<file path="src/rtl/i2c_slave_bme280.sv">
// i2c_slave_bme280: I2C responder that emulates the BME280 register file.
// SCL/SDA are double-synchronized and edge-detected. SDA is open-drain:
// tristate=1 releases the line, tristate=0 drives sda_out (always 0 then).
// Bus protocol: data is sampled on SCL rise and SDA only changes after SCL
// fall. START/STOP (SDA edge while SCL high) win over bit sampling.
module i2c_slave_bme280 #(
    parameter logic [6:0] SLAVE_ADDRESS = 7'h76,
    parameter logic [7:0] CHIP_ID       = 8'h60
) (
    input  logic        clk,
    input  logic        rst,
    input  logic        scl,
    input  logic        sda_in,
    output logic        tristate,
    output logic        sda_out,
    input  logic [19:0] press_in,
    input  logic [19:0] temp_in,
    input  logic [15:0] hum_in,
    output logic [7:0]  ctrl_hum,
    output logic [7:0]  ctrl_meas,
    output logic [7:0]  config_out,
    output logic        soft_reset,
    output logic        busy,
    output logic [3:0]  state_dbg
);

    typedef enum logic [3:0] {
        S_IDLE,
        S_ADDR,
        S_ADDR_ACK,
        S_REG,
        S_REG_ACK,
        S_WDATA,
        S_WDATA_ACK,
        S_RDATA,
        S_RDATA_ACK,
        S_IGNORE
    } state_t;

    state_t      state_q, state_d;
    logic [2:0]  scl_sync_q, scl_sync_d;   // [0] first stage, [1] synced, [2] previous
    logic [2:0]  sda_sync_q, sda_sync_d;
    logic [3:0]  bit_cnt_q, bit_cnt_d;
    logic [6:0]  shift_q, shift_d;         // bits already received in this byte
    logic [6:0]  tx_q, tx_d;               // bits still to send, next one in [6]
    logic [7:0]  ptr_q, ptr_d;
    logic        ack_drv_q, ack_drv_d;     // second phase of an ACK slot
    logic        rw_q, rw_d;
    logic        tristate_q, tristate_d;
    logic        sda_out_q, sda_out_d;
    logic        soft_reset_q, soft_reset_d;
    logic        busy_q, busy_d;
    logic [7:0]  ctrl_hum_q, ctrl_hum_d;
    logic [7:0]  ctrl_meas_q, ctrl_meas_d;
    logic [7:0]  config_q, config_d;
    logic [19:0] press_sh_q, press_sh_d;
    logic [19:0] temp_sh_q, temp_sh_d;
    logic [15:0] hum_sh_q, hum_sh_d;

    logic       scl_s, scl_p, sda_s, sda_p;
    logic       scl_rise, scl_fall, start_det, stop_det;
    logic [7:0] byte_in;
    logic [7:0] rd_byte;

    assign scl_s     = scl_sync_q[1];
    assign scl_p     = scl_sync_q[2];
    assign sda_s     = sda_sync_q[1];
    assign sda_p     = sda_sync_q[2];
    assign scl_rise  = scl_s & ~scl_p;
    assign scl_fall  = ~scl_s & scl_p;
    assign start_det = scl_s & scl_p & sda_p & ~sda_s;
    assign stop_det  = scl_s & scl_p & ~sda_p & sda_s;
    assign byte_in   = {shift_q, sda_s};

    // Read map, served from the shadow copies so a burst stays coherent
    always_comb begin
        rd_byte = 8'h00;
        case (ptr_q)
            8'hD0:   rd_byte = CHIP_ID;
            8'hF2:   rd_byte = ctrl_hum_q;
            8'hF4:   rd_byte = ctrl_meas_q;
            8'hF5:   rd_byte = config_q;
            8'hF7:   rd_byte = press_sh_q[19:12];
            8'hF8:   rd_byte = press_sh_q[11:4];
            8'hF9:   rd_byte = {press_sh_q[3:0], 4'b0000};
            8'hFA:   rd_byte = temp_sh_q[19:12];
            8'hFB:   rd_byte = temp_sh_q[11:4];
            8'hFC:   rd_byte = {temp_sh_q[3:0], 4'b0000};
            8'hFD:   rd_byte = hum_sh_q[15:8];
            8'hFE:   rd_byte = hum_sh_q[7:0];
            default: rd_byte = 8'h00;
        endcase
    end

    // Next-state logic for the protocol FSM, register file and SDA driver
    always_comb begin
        scl_sync_d   = {scl_sync_q[1:0], scl};
        sda_sync_d   = {sda_sync_q[1:0], sda_in};
        state_d      = state_q;
        bit_cnt_d    = bit_cnt_q;
        shift_d      = shift_q;
        tx_d         = tx_q;
        ptr_d        = ptr_q;
        ack_drv_d    = ack_drv_q;
        rw_d         = rw_q;
        tristate_d   = tristate_q;
        sda_out_d    = sda_out_q;
        soft_reset_d = 1'b0;
        busy_d       = busy_q;
        ctrl_hum_d   = ctrl_hum_q;
        ctrl_meas_d  = ctrl_meas_q;
        config_d     = config_q;
        press_sh_d   = press_sh_q;
        temp_sh_d    = temp_sh_q;
        hum_sh_d     = hum_sh_q;

        if (start_det) begin
            state_d    = S_ADDR;
            bit_cnt_d  = 4'd0;
            ack_drv_d  = 1'b0;
            tristate_d = 1'b1;
            sda_out_d  = 1'b1;
            busy_d     = 1'b1;
        end else if (stop_det) begin
            state_d    = S_IDLE;
            bit_cnt_d  = 4'd0;
            ack_drv_d  = 1'b0;
            tristate_d = 1'b1;
            sda_out_d  = 1'b1;
            busy_d     = 1'b0;
        end else begin
            case (state_q)
                S_ADDR: begin
                    if (scl_rise) begin
                        shift_d   = byte_in[6:0];
                        bit_cnt_d = bit_cnt_q + 4'd1;
                        if (bit_cnt_q == 4'd7) begin
                            bit_cnt_d = 4'd0;
                            rw_d      = sda_s;
                            ack_drv_d = 1'b0;
                            state_d   = (byte_in[7:1] == SLAVE_ADDRESS) ? S_ADDR_ACK : S_IGNORE;
                        end
                    end
                end
                S_ADDR_ACK: begin
                    if (scl_fall) begin
                        if (!ack_drv_q) begin
                            // 8th fall: start the ACK; a read freezes the samples here
                            ack_drv_d  = 1'b1;
                            tristate_d = 1'b0;
                            sda_out_d  = 1'b0;
                            if (rw_q) begin
                                press_sh_d = press_in;
                                temp_sh_d  = temp_in;
                                hum_sh_d   = hum_in;
                            end
                        end else begin
                            ack_drv_d = 1'b0;
                            bit_cnt_d = 4'd0;
                            if (rw_q) begin
                                state_d    = S_RDATA;
                                tx_d       = rd_byte[6:0];
                                tristate_d = rd_byte[7];
                                sda_out_d  = rd_byte[7];
                            end else begin
                                state_d    = S_REG;
                                tristate_d = 1'b1;
                                sda_out_d  = 1'b1;
                            end
                        end
                    end
                end
                S_REG: begin
                    if (scl_rise) begin
                        shift_d   = byte_in[6:0];
                        bit_cnt_d = bit_cnt_q + 4'd1;
                        if (bit_cnt_q == 4'd7) begin
                            bit_cnt_d = 4'd0;
                            ptr_d     = byte_in;
                            ack_drv_d = 1'b0;
                            state_d   = S_REG_ACK;
                        end
                    end
                end
                S_WDATA: begin
                    if (scl_rise) begin
                        shift_d   = byte_in[6:0];
                        bit_cnt_d = bit_cnt_q + 4'd1;
                        if (bit_cnt_q == 4'd7) begin
                            bit_cnt_d = 4'd0;
                            ack_drv_d = 1'b0;
                            state_d   = S_WDATA_ACK;
                            ptr_d     = ptr_q + 8'd1;
                            case (ptr_q)
                                8'hF2: ctrl_hum_d  = byte_in;
                                8'hF4: ctrl_meas_d = byte_in;
                                8'hF5: config_d    = byte_in;
                                8'hE0: begin
                                    if (byte_in == 8'hB6) begin
                                        ctrl_hum_d   = 8'h00;
                                        ctrl_meas_d  = 8'h00;
                                        config_d     = 8'h00;
                                        soft_reset_d = 1'b1;
                                    end
                                end
                                default: ;
                            endcase
                        end
                    end
                end
                S_REG_ACK, S_WDATA_ACK: begin
                    if (scl_fall) begin
                        if (!ack_drv_q) begin
                            ack_drv_d  = 1'b1;
                            tristate_d = 1'b0;
                            sda_out_d  = 1'b0;
                        end else begin
                            ack_drv_d  = 1'b0;
                            bit_cnt_d  = 4'd0;
                            tristate_d = 1'b1;
                            sda_out_d  = 1'b1;
                            state_d    = S_WDATA;
                        end
                    end
                end
                S_RDATA: begin
                    // bit_cnt counts bits the master has already clocked in
                    if (scl_rise) begin
                        bit_cnt_d = bit_cnt_q + 4'd1;
                    end else if (scl_fall) begin
                        if (bit_cnt_q == 4'd8) begin
                            bit_cnt_d  = 4'd0;
                            ack_drv_d  = 1'b0;
                            tristate_d = 1'b1;
                            sda_out_d  = 1'b1;
                            state_d    = S_RDATA_ACK;
                        end else begin
                            tx_d       = {tx_q[5:0], 1'b0};
                            tristate_d = tx_q[6];
                            sda_out_d  = tx_q[6];
                        end
                    end
                end
                S_RDATA_ACK: begin
                    // ack_drv here marks "master acknowledged, send next byte"
                    if (scl_rise) begin
                        if (!sda_s) begin
                            ptr_d     = ptr_q + 8'd1;
                            ack_drv_d = 1'b1;
                        end else begin
                            state_d = S_IGNORE;
                        end
                    end else if (scl_fall && ack_drv_q) begin
                        ack_drv_d  = 1'b0;
                        bit_cnt_d  = 4'd0;
                        tx_d       = rd_byte[6:0];
                        tristate_d = rd_byte[7];
                        sda_out_d  = rd_byte[7];
                        state_d    = S_RDATA;
                    end
                end
                default: ;
            endcase
        end
    end

    // State register with synchronous reset; lines idle high in the synchronizers
    always_ff @(posedge clk) begin
        if (rst) begin
            state_q      <= S_IDLE;
            scl_sync_q   <= 3'b111;
            sda_sync_q   <= 3'b111;
            bit_cnt_q    <= 4'd0;
            shift_q      <= 7'd0;
            tx_q         <= 7'd0;
            ptr_q        <= 8'd0;
            ack_drv_q    <= 1'b0;
            rw_q         <= 1'b0;
            tristate_q   <= 1'b1;
            sda_out_q    <= 1'b1;
            soft_reset_q <= 1'b0;
            busy_q       <= 1'b0;
            ctrl_hum_q   <= 8'd0;
            ctrl_meas_q  <= 8'd0;
            config_q     <= 8'd0;
            press_sh_q   <= 20'd0;
            temp_sh_q    <= 20'd0;
            hum_sh_q     <= 16'd0;
        end else begin
            state_q      <= state_d;
            scl_sync_q   <= scl_sync_d;
            sda_sync_q   <= sda_sync_d;
            bit_cnt_q    <= bit_cnt_d;
            shift_q      <= shift_d;
            tx_q         <= tx_d;
            ptr_q        <= ptr_d;
            ack_drv_q    <= ack_drv_d;
            rw_q         <= rw_d;
            tristate_q   <= tristate_d;
            sda_out_q    <= sda_out_d;
            soft_reset_q <= soft_reset_d;
            busy_q       <= busy_d;
            ctrl_hum_q   <= ctrl_hum_d;
            ctrl_meas_q  <= ctrl_meas_d;
            config_q     <= config_d;
            press_sh_q   <= press_sh_d;
            temp_sh_q    <= temp_sh_d;
            hum_sh_q     <= hum_sh_d;
        end
    end

    assign tristate   = tristate_q;
    assign sda_out    = sda_out_q;
    assign soft_reset = soft_reset_q;
    assign busy       = busy_q;
    assign ctrl_hum   = ctrl_hum_q;
    assign ctrl_meas  = ctrl_meas_q;
    assign config_out = config_q;
    assign state_dbg  = state_q;

endmodule

</file>
<file path="config.mk">
export PLATFORM = sky130hd
export DESIGN_NAME = i2c_slave_bme280
export DESIGN_NICKNAME = d
export VERILOG_FILES = /design/src/rtl/i2c_slave_bme280.sv
export SDC_FILE = /design/constraint.sdc
export NUM_CORES = 1
export LEC_CHECK = 0
export CAP_MARGIN = 40
export CORE_ASPECT_RATIO = 1.1
export CORE_MARGIN = 2
export CORE_UTILIZATION = 55
export DETAILED_ROUTE_END_ITERATION = 10
export PLACE_DENSITY = 0.9
export SYNTH_ARGS = -nofsm -noshare
export SYNTH_HDL_FRONTEND = slang
export SYNTH_SLANG_ARGS = --single-unit
</file>
<file path="constraint.sdc">
create_clock -name clk -period 3 [get_ports clk]
set_input_delay 0.3 -clock clk [delete_from_list [all_inputs] [get_ports clk]]
set_output_delay 0.3 -clock clk [all_outputs]
set_load 0.03 [all_outputs]
</file>
==> out/metrics.cfg, run 1 <==
[status]
status=completed

[yosys]
post-synth-top-count-cell=sky130_fd_sc_hd__nand2_1
synthDominantCellAreaShare_pct=38.4
synthCells=815
synth_cell_type_count=75
post_synth_instance_area_um2=6310
synth-seq-area-share_pct=38.4
synth_area_leader_cell=sky130_fd_sc_hd__dfxtp_1
synth.area.top_cells=sky130_fd_sc_hd__dfxtp_1 (38%), sky130_fd_sc_hd__nand2_1 (10%), sky130_fd_sc_hd__a21oi_1 (8.6%)
synth_nets=884
synth-async-reset-ratio_pct=0
synth_enable_flop_cells=0
ys_seq_elements=121
syn_area_per_cell_um2=7.74
ys.warnings.count=0
ys_dominant_reg_cell=sky130_fd_sc_hd__dfxtp_1
synth.cells.most_frequent=sky130_fd_sc_hd__nand2_1 (172), sky130_fd_sc_hd__dfxtp_1 (121), sky130_fd_sc_hd__a21oi_1 (109), sky130_fd_sc_hd__o21ai_0 (44), sky130_fd_sc_hd__nor2_1 (43)

[sta]
final_critical_path_setup_slack_ns=0.395
fmax_mhz=384
setup_viols_final=0
timing.final.crit_share_pct=86.8
finalWorstPathRequiredPeriod_ns=2.61
tns_ns=0
measured_slew_at_the_worst_slew_check_pin_ns=0.811
unrepaired_setup_endpoints_after_global_routing=no
hold_viol_final=0
slew-limit-headroom_pct=44.5
fin_skew_ns=0.00536
slew_violations=0

[global_route]
globalRouteTotalUtil_pct=30.6
largest_net_degree_at_the_start_of_global_routing=67
global_route_wire_length_before_repair_um=29600
grt_use_met3_pct=5.92
gr-usage-met2_pct=51.2
number_of_antenna_violations_at_the_first_check_in_global_routing=0
globalRoute.busiestLayer=met2
grt_overflow=0
grt_pass1_vias=6010
use_met1_pct=36.4

[cts]
numCtsBuffers=17
clkSlewWorstSetupHoldPaths_ns=0.06
tritoncts=built
ctsResizeCount=0
post-cts-setup-buffers=0
cts-htree-levels=4
clockRootBuffer=sky130_fd_sc_hd__clkbuf_16
cts_num_sinks=121
clock_tree.buffer_depth=2
worst_skew_pair.late_latency_ns=0.42
ctsHoldBuffers=0

[placement]
place_worst_setup_slack_ns=0.489
portBuffers=91
dpl.hpwl_um=12700
weighted_congestion_at_the_end_of_routability_driven_global_placement=0.958

[die]
floorplan.die_area_um2=12300
fp-row-count=41
ios=92
floorplan.die.height_um=116
core_area_um2=11300
die_w_um=106
initial_utilization_pct=55.6

[routing]
route.detailed.drc=0
drt-initial-drc-count=644
detail_route.vias_per_cell=6.30
number_of_iterations_in_the_first_detailed_routing_pass=6
detailroute.via_count=6574
routedWlPerCell_um=18.1
drt.antenna.violating_nets=0
wl_um=18900

[critical_path]
path_class=flip-flop to flip-flop
critPathMaxFanout=19
timing.critical_path.required_ns=3.28
setup.worst_path.end_class=flip-flop
critical_path.startpoint_type=flip-flop
ff2ff_path_depth=8
critical_register_to_register_path_startpoint=bit_cnt_q[0]
worst_setup_path_startpoint=bit_cnt_q[0]
cp_data_arrival_time_ns=2.89

[job]
max_cap_viol_count=0

[power]
static-leakage-power_uw=0.00269
power_density_nw_per_um2=495
power.ir.vdd_worst_v=0.000356

[final_layout]
area_added_between_synthesis_and_finish_pct=24.8
fin_nets=950
final_core_util_pct=69.4
fraction_of_layout_instances_using_a_drive_strength_above_1_pct=8.84
number_of_antenna_diodes=0

[worst_hold_path]
hold_path_depth=3
min_from=rst
holdCritPathClass=primary input to flip-flop

==> worst max-delay path, stage by stage, from the launching register on <==
cell	delay [ns]
sky130_fd_sc_hd__dfxtp_1	0.38
sky130_fd_sc_hd__ha_1	0.23
sky130_fd_sc_hd__nand3b_1	0.22
sky130_fd_sc_hd__or3_4	0.44
sky130_fd_sc_hd__a211o_4	0.41
sky130_fd_sc_hd__o21bai_1	0.23
sky130_fd_sc_hd__buf_4	0.22
sky130_fd_sc_hd__mux2i_1	0.24
sky130_fd_sc_hd__nor2_1	0.10
==> per-layer routing <==
metal | wire length (um) | part of all wire, % | vias up
li1 | - | - | 3036
met1 | 7330 | 39 | 3010
met4 | 1050 | 5.5 | 0
met3 | 1550 | 8.2 | 88
met2 | 8940 | 47 | 440
met5 | 0 | 0 | -
==> sequential cells by signal, indices dropped and copies added (netlist names) <==
| name | cells |
|---|---|
| press_sh_q | 20 |
| temp_sh_q | 20 |
| hum_sh_q | 16 |
| config_out | 8 |
| ctrl_hum | 8 |
| ctrl_meas | 8 |
| ptr_q | 8 |
| shift_q | 7 |
| tx_q | 7 |
| bit_cnt_q | 4 |
| state_dbg | 4 |
| scl_sync_q | 3 |
| sda_sync_q | 3 |
| ack_drv_q | 1 |
| busy | 1 |
| rw_q | 1 |
| sda_out | 1 |
| soft_reset | 1 |
==> stage by stage <==
stage | power (uW) | hold WS, ns | cell area, um^2 | cells
finish | 3900 | 0.353 | 7870 | 1044
global route | 3980 | 0.381 | 7870 | 1044
CTS | 3900 | 0.349 | 7870 | 1043
detailed placement | 1820 | 0.401 | 7250 | 1011
global placement | 1810 | 0.396 | 7220 | 1010
floorplan | 1710 | 0.389 | 6310 | 815
==> cell families (layout without fill, tap and decap cells) <==
family | Yosys count | after routing | synth area share, %
DFF | 121 | 121 | 38.4
adders and majority gates | 9 | 9 | 1.79
AOI/OAI and AO/OA | 242 | 242 | 23.6
muxes | 27 | 27 | 4.36
xor gates and xnor gates | 2 | 2 | 0.278
buffers and inverters | 78 | 157 | 5.85
and+or+nand+nor | 336 | 336 | 25.7
==> layout make-up <==
cell class | instances | area, um^2
clock buffer | 17 | 425
clock inverter | 15 | 191
fill | 831 | 3460
inverter | 16 | 60.1
multi-input combinational | 616 | 3520
sequential | 121 | 2420
tap | 150 | 188
timing repair buffer | 109 | 1060
==> cells in the final DEF (no fill, tap or decap), types with 16 or more instances in the layout <==
cell type,instances
sky130_fd_sc_hd__nand2_1,172
sky130_fd_sc_hd__mux2i_1,23
sky130_fd_sc_hd__buf_4,18
sky130_fd_sc_hd__o21ai_0,44
sky130_fd_sc_hd__dfxtp_1,121
sky130_fd_sc_hd__a21oi_1,109
sky130_fd_sc_hd__nor2_1,43
sky130_fd_sc_hd__inv_1,16
sky130_fd_sc_hd__nand3_1,25
sky130_fd_sc_hd__clkdlybuf4s50_1,90
sky130_fd_sc_hd__clkbuf_16,17
==> worst paths after layout <==
path	end	slack, ns
max	ctrl_hum[7]	0.39
min	scl_sync_q[2]	0.35
max reg2reg	ctrl_hum[7]	0.39
min reg2reg	sda_sync_q[1]	0.41
==> where the power goes <==
group	internal (uW)	switching (uW)
clock network	1320	791
logic	91.3	71.6
registers	1610	8.10
No activity file was read; power rests on OpenSTA's default activity.
==> run 2, diff against run 1 <==
--- a/config.mk
+++ b/config.mk
@@ -5,12 +5,11 @@
 export SDC_FILE = /design/constraint.sdc
 export NUM_CORES = 1
 export LEC_CHECK = 0
-export CAP_MARGIN = 40
 export CORE_ASPECT_RATIO = 1.1
 export CORE_MARGIN = 2
 export CORE_UTILIZATION = 55
 export DETAILED_ROUTE_END_ITERATION = 10
-export PLACE_DENSITY = 0.9
+export PLACE_DENSITY_LB_ADDON = 0.12
 export SYNTH_ARGS = -nofsm -noshare
 export SYNTH_HDL_FRONTEND = slang
 export SYNTH_SLANG_ARGS = --single-unit
==> run 2 against run 1 <==
First-iteration DRC count down 16%. Critical endpoint is now ctrl_hum[4]. Clock skew down 0.00061 ns. Non-clock buffer count up 1. Total power down 1.4%. Register-to-register slack worse by 0.05 ns. Critical path depth down 1. Core utilization down 0.33 points. Via count down 3.4%. Largest cell class unchanged. Critical path type unchanged. Sequential share of layout area up 0.15 points. Highest routed layer unchanged. Largest power group unchanged.
==> out/metrics.cfg, run 2 (synthesized netlist as in run 1, its figures left out) <==
[die]
ios=92
fp-row-count=41
floorplan.die_area_um2=12300
core_area_um2=11300
floorplan.die.height_um=116
die_w_um=106
initial_utilization_pct=55.6

[sta]
fin_skew_ns=0.00475
unrepaired_setup_endpoints_after_global_routing=no
slew-limit-headroom_pct=28.2
fmax_mhz=376
measured_slew_at_the_worst_slew_check_pin_ns=1.08
tns_ns=0
slew_violations=0
timing.final.crit_share_pct=88.6
finalWorstPathRequiredPeriod_ns=2.66
hold_viol_final=0
setup_viols_final=0

[final_layout]
instances_no_fill=1043
fin_nets=951
number_of_antenna_diodes=0
finish.instance_area_um2=7840
reg.largest.list=press_sh_q (20), temp_sh_q (20), hum_sh_q (16)
fillerInstances=959
layout.cells.most_common=sky130_fd_sc_hd__nand2_1
fraction_of_layout_instances_using_a_drive_strength_above_1_pct=8.51
layout.cells.most_common_list=sky130_fd_sc_hd__nand2_1 (172), sky130_fd_sc_hd__dfxtp_1 (121), sky130_fd_sc_hd__a21oi_1 (109), sky130_fd_sc_hd__clkdlybuf4s50_1 (90), sky130_fd_sc_hd__o21ai_0 (44)
area_added_between_synthesis_and_finish_pct=24.2

[critical_path]
timing.critical_path.required_ns=3.26
critical_path.startpoint_type=flip-flop
cp_data_arrival_time_ns=2.92
critPathMaxFanout=19
path_class=flip-flop to flip-flop
setup.worst_path.end_class=flip-flop

[cts]
numCtsBuffers=17
cts-htree-levels=4
clock_tree.buffer_depth=2
ctsResizeCount=0
clockRootBuffer=sky130_fd_sc_hd__clkbuf_16
cts_num_sinks=121
worst_skew_pair.late_latency_ns=0.42
tritoncts=built
clkSlewWorstSetupHoldPaths_ns=0.05
ctsHoldBuffers=0
post-cts-setup-buffers=0

[placement]
dpl.hpwl_um=14000
weighted_congestion_at_the_end_of_routability_driven_global_placement=0.988
place_area_um2=7240
dp.cells=1013
portBuffers=91

[job]
max_cap_viol_count=0

[global_route]
global_route_wire_length_before_repair_um=31400
globalRouteTotalUtil_pct=32.7
grt_overflow=0
grt_pass1_vias=6064
number_of_antenna_violations_at_the_first_check_in_global_routing=0
largest_net_degree_at_the_start_of_global_routing=104

[routing]
route.detailed.drc=0
number_of_iterations_in_the_first_detailed_routing_pass=8
drt.antenna.violating_nets=0
detail_route.vias_per_cell=6.09
detailroute.via_count=6349
routedWlPerCell_um=19.0
wl_um=19800
drt-initial-drc-count=540

[worst_hold_path]
holdCritPathClass=primary input to flip-flop

[power]
power.ir.vdd_worst_v=0.000433
power_density_nw_per_um2=490
static-leakage-power_uw=0.00268

[status]
status=completed

run 2: cell types whose count changed in the layout (fill, tap and decap cells not counted), moves of 2 or more:
cell / delta
sky130_fd_sc_hd__inv_6: -3
sky130_fd_sc_hd__clkbuf_1: +2
sky130_fd_sc_hd__clkinv_4: -5
sky130_fd_sc_hd__clkinv_2: +2
sky130_fd_sc_hd__clkbuf_8: +3
run 2: cell type report:
type | instances | area, um^2 | area share, %
Multi-Input combinational cell | 616 | 3520 | 45.0
Tap cell | 150 | 188 | 2.40
Timing Repair Buffer | 110 | 1050 | 13.4
Clock inverter | 8 | 120 | 1.53
Clock buffer | 22 | 474 | 6.05
Sequential cell | 121 | 2420 | 30.9
Inverter | 16 | 60.1 | 0.767
run 2: metrics by stage:
stage | utilization, % | hold slack [ns] | total power (uW) | setup WS, ns
2_1_floorplan | - | 0.389 | 1710 | 0.856
3_3_place_gp | 63.9 | 0.394 | 1810 | 0.569
3_5_place_dp | 63.9 | 0.404 | 1820 | 0.457
4_1_cts | 69.1 | 0.331 | 3860 | 0.379
5_1_grt | 69.1 | 0.403 | 3930 | 0.257
6_report | 69.1 | 0.370 | 3840 | 0.342
run 2: path summary, 6_finish.rpt:
check	start	end	slack, ns	cells past startpoint
hold / removal	rst	sda_sync_q[2]	0.37	3
hold reg to reg	sda_sync_q[0]	sda_sync_q[1]	0.41	1
setup reg to reg	bit_cnt_q[0]	ctrl_hum[4]	0.34	7
setup / recovery	bit_cnt_q[0]	ctrl_hum[4]	0.34	7
run 2: metal layers:
metal	vias to the layer above	share of wire (%)	track usage [%]
met2	292	50	57.6
met4	0	4.7	18.3
met5	-	0	0
li1	3025	-	-
met3	65	5.7	5.69
met1	2967	39	37.7
run 2: worst max-delay path, stage by stage (launching register included):
cell and delay (ns):
sky130_fd_sc_hd__dfxtp_1 0.38, sky130_fd_sc_hd__ha_1 0.25, sky130_fd_sc_hd__nand3b_1 0.21, sky130_fd_sc_hd__or3_4 0.44
sky130_fd_sc_hd__a211o_4 0.41, sky130_fd_sc_hd__o21bai_1 0.43, sky130_fd_sc_hd__mux2i_1 0.31, sky130_fd_sc_hd__nor2_1 0.07
run 2: where the power goes:
part	internal (uW)	leakage (uW)	switching, uW
clock network	1360	0.000288	703
logic	88.1	0.00141	78.4
registers	1610	0.000976	4.15
total	3060	0.00268	785
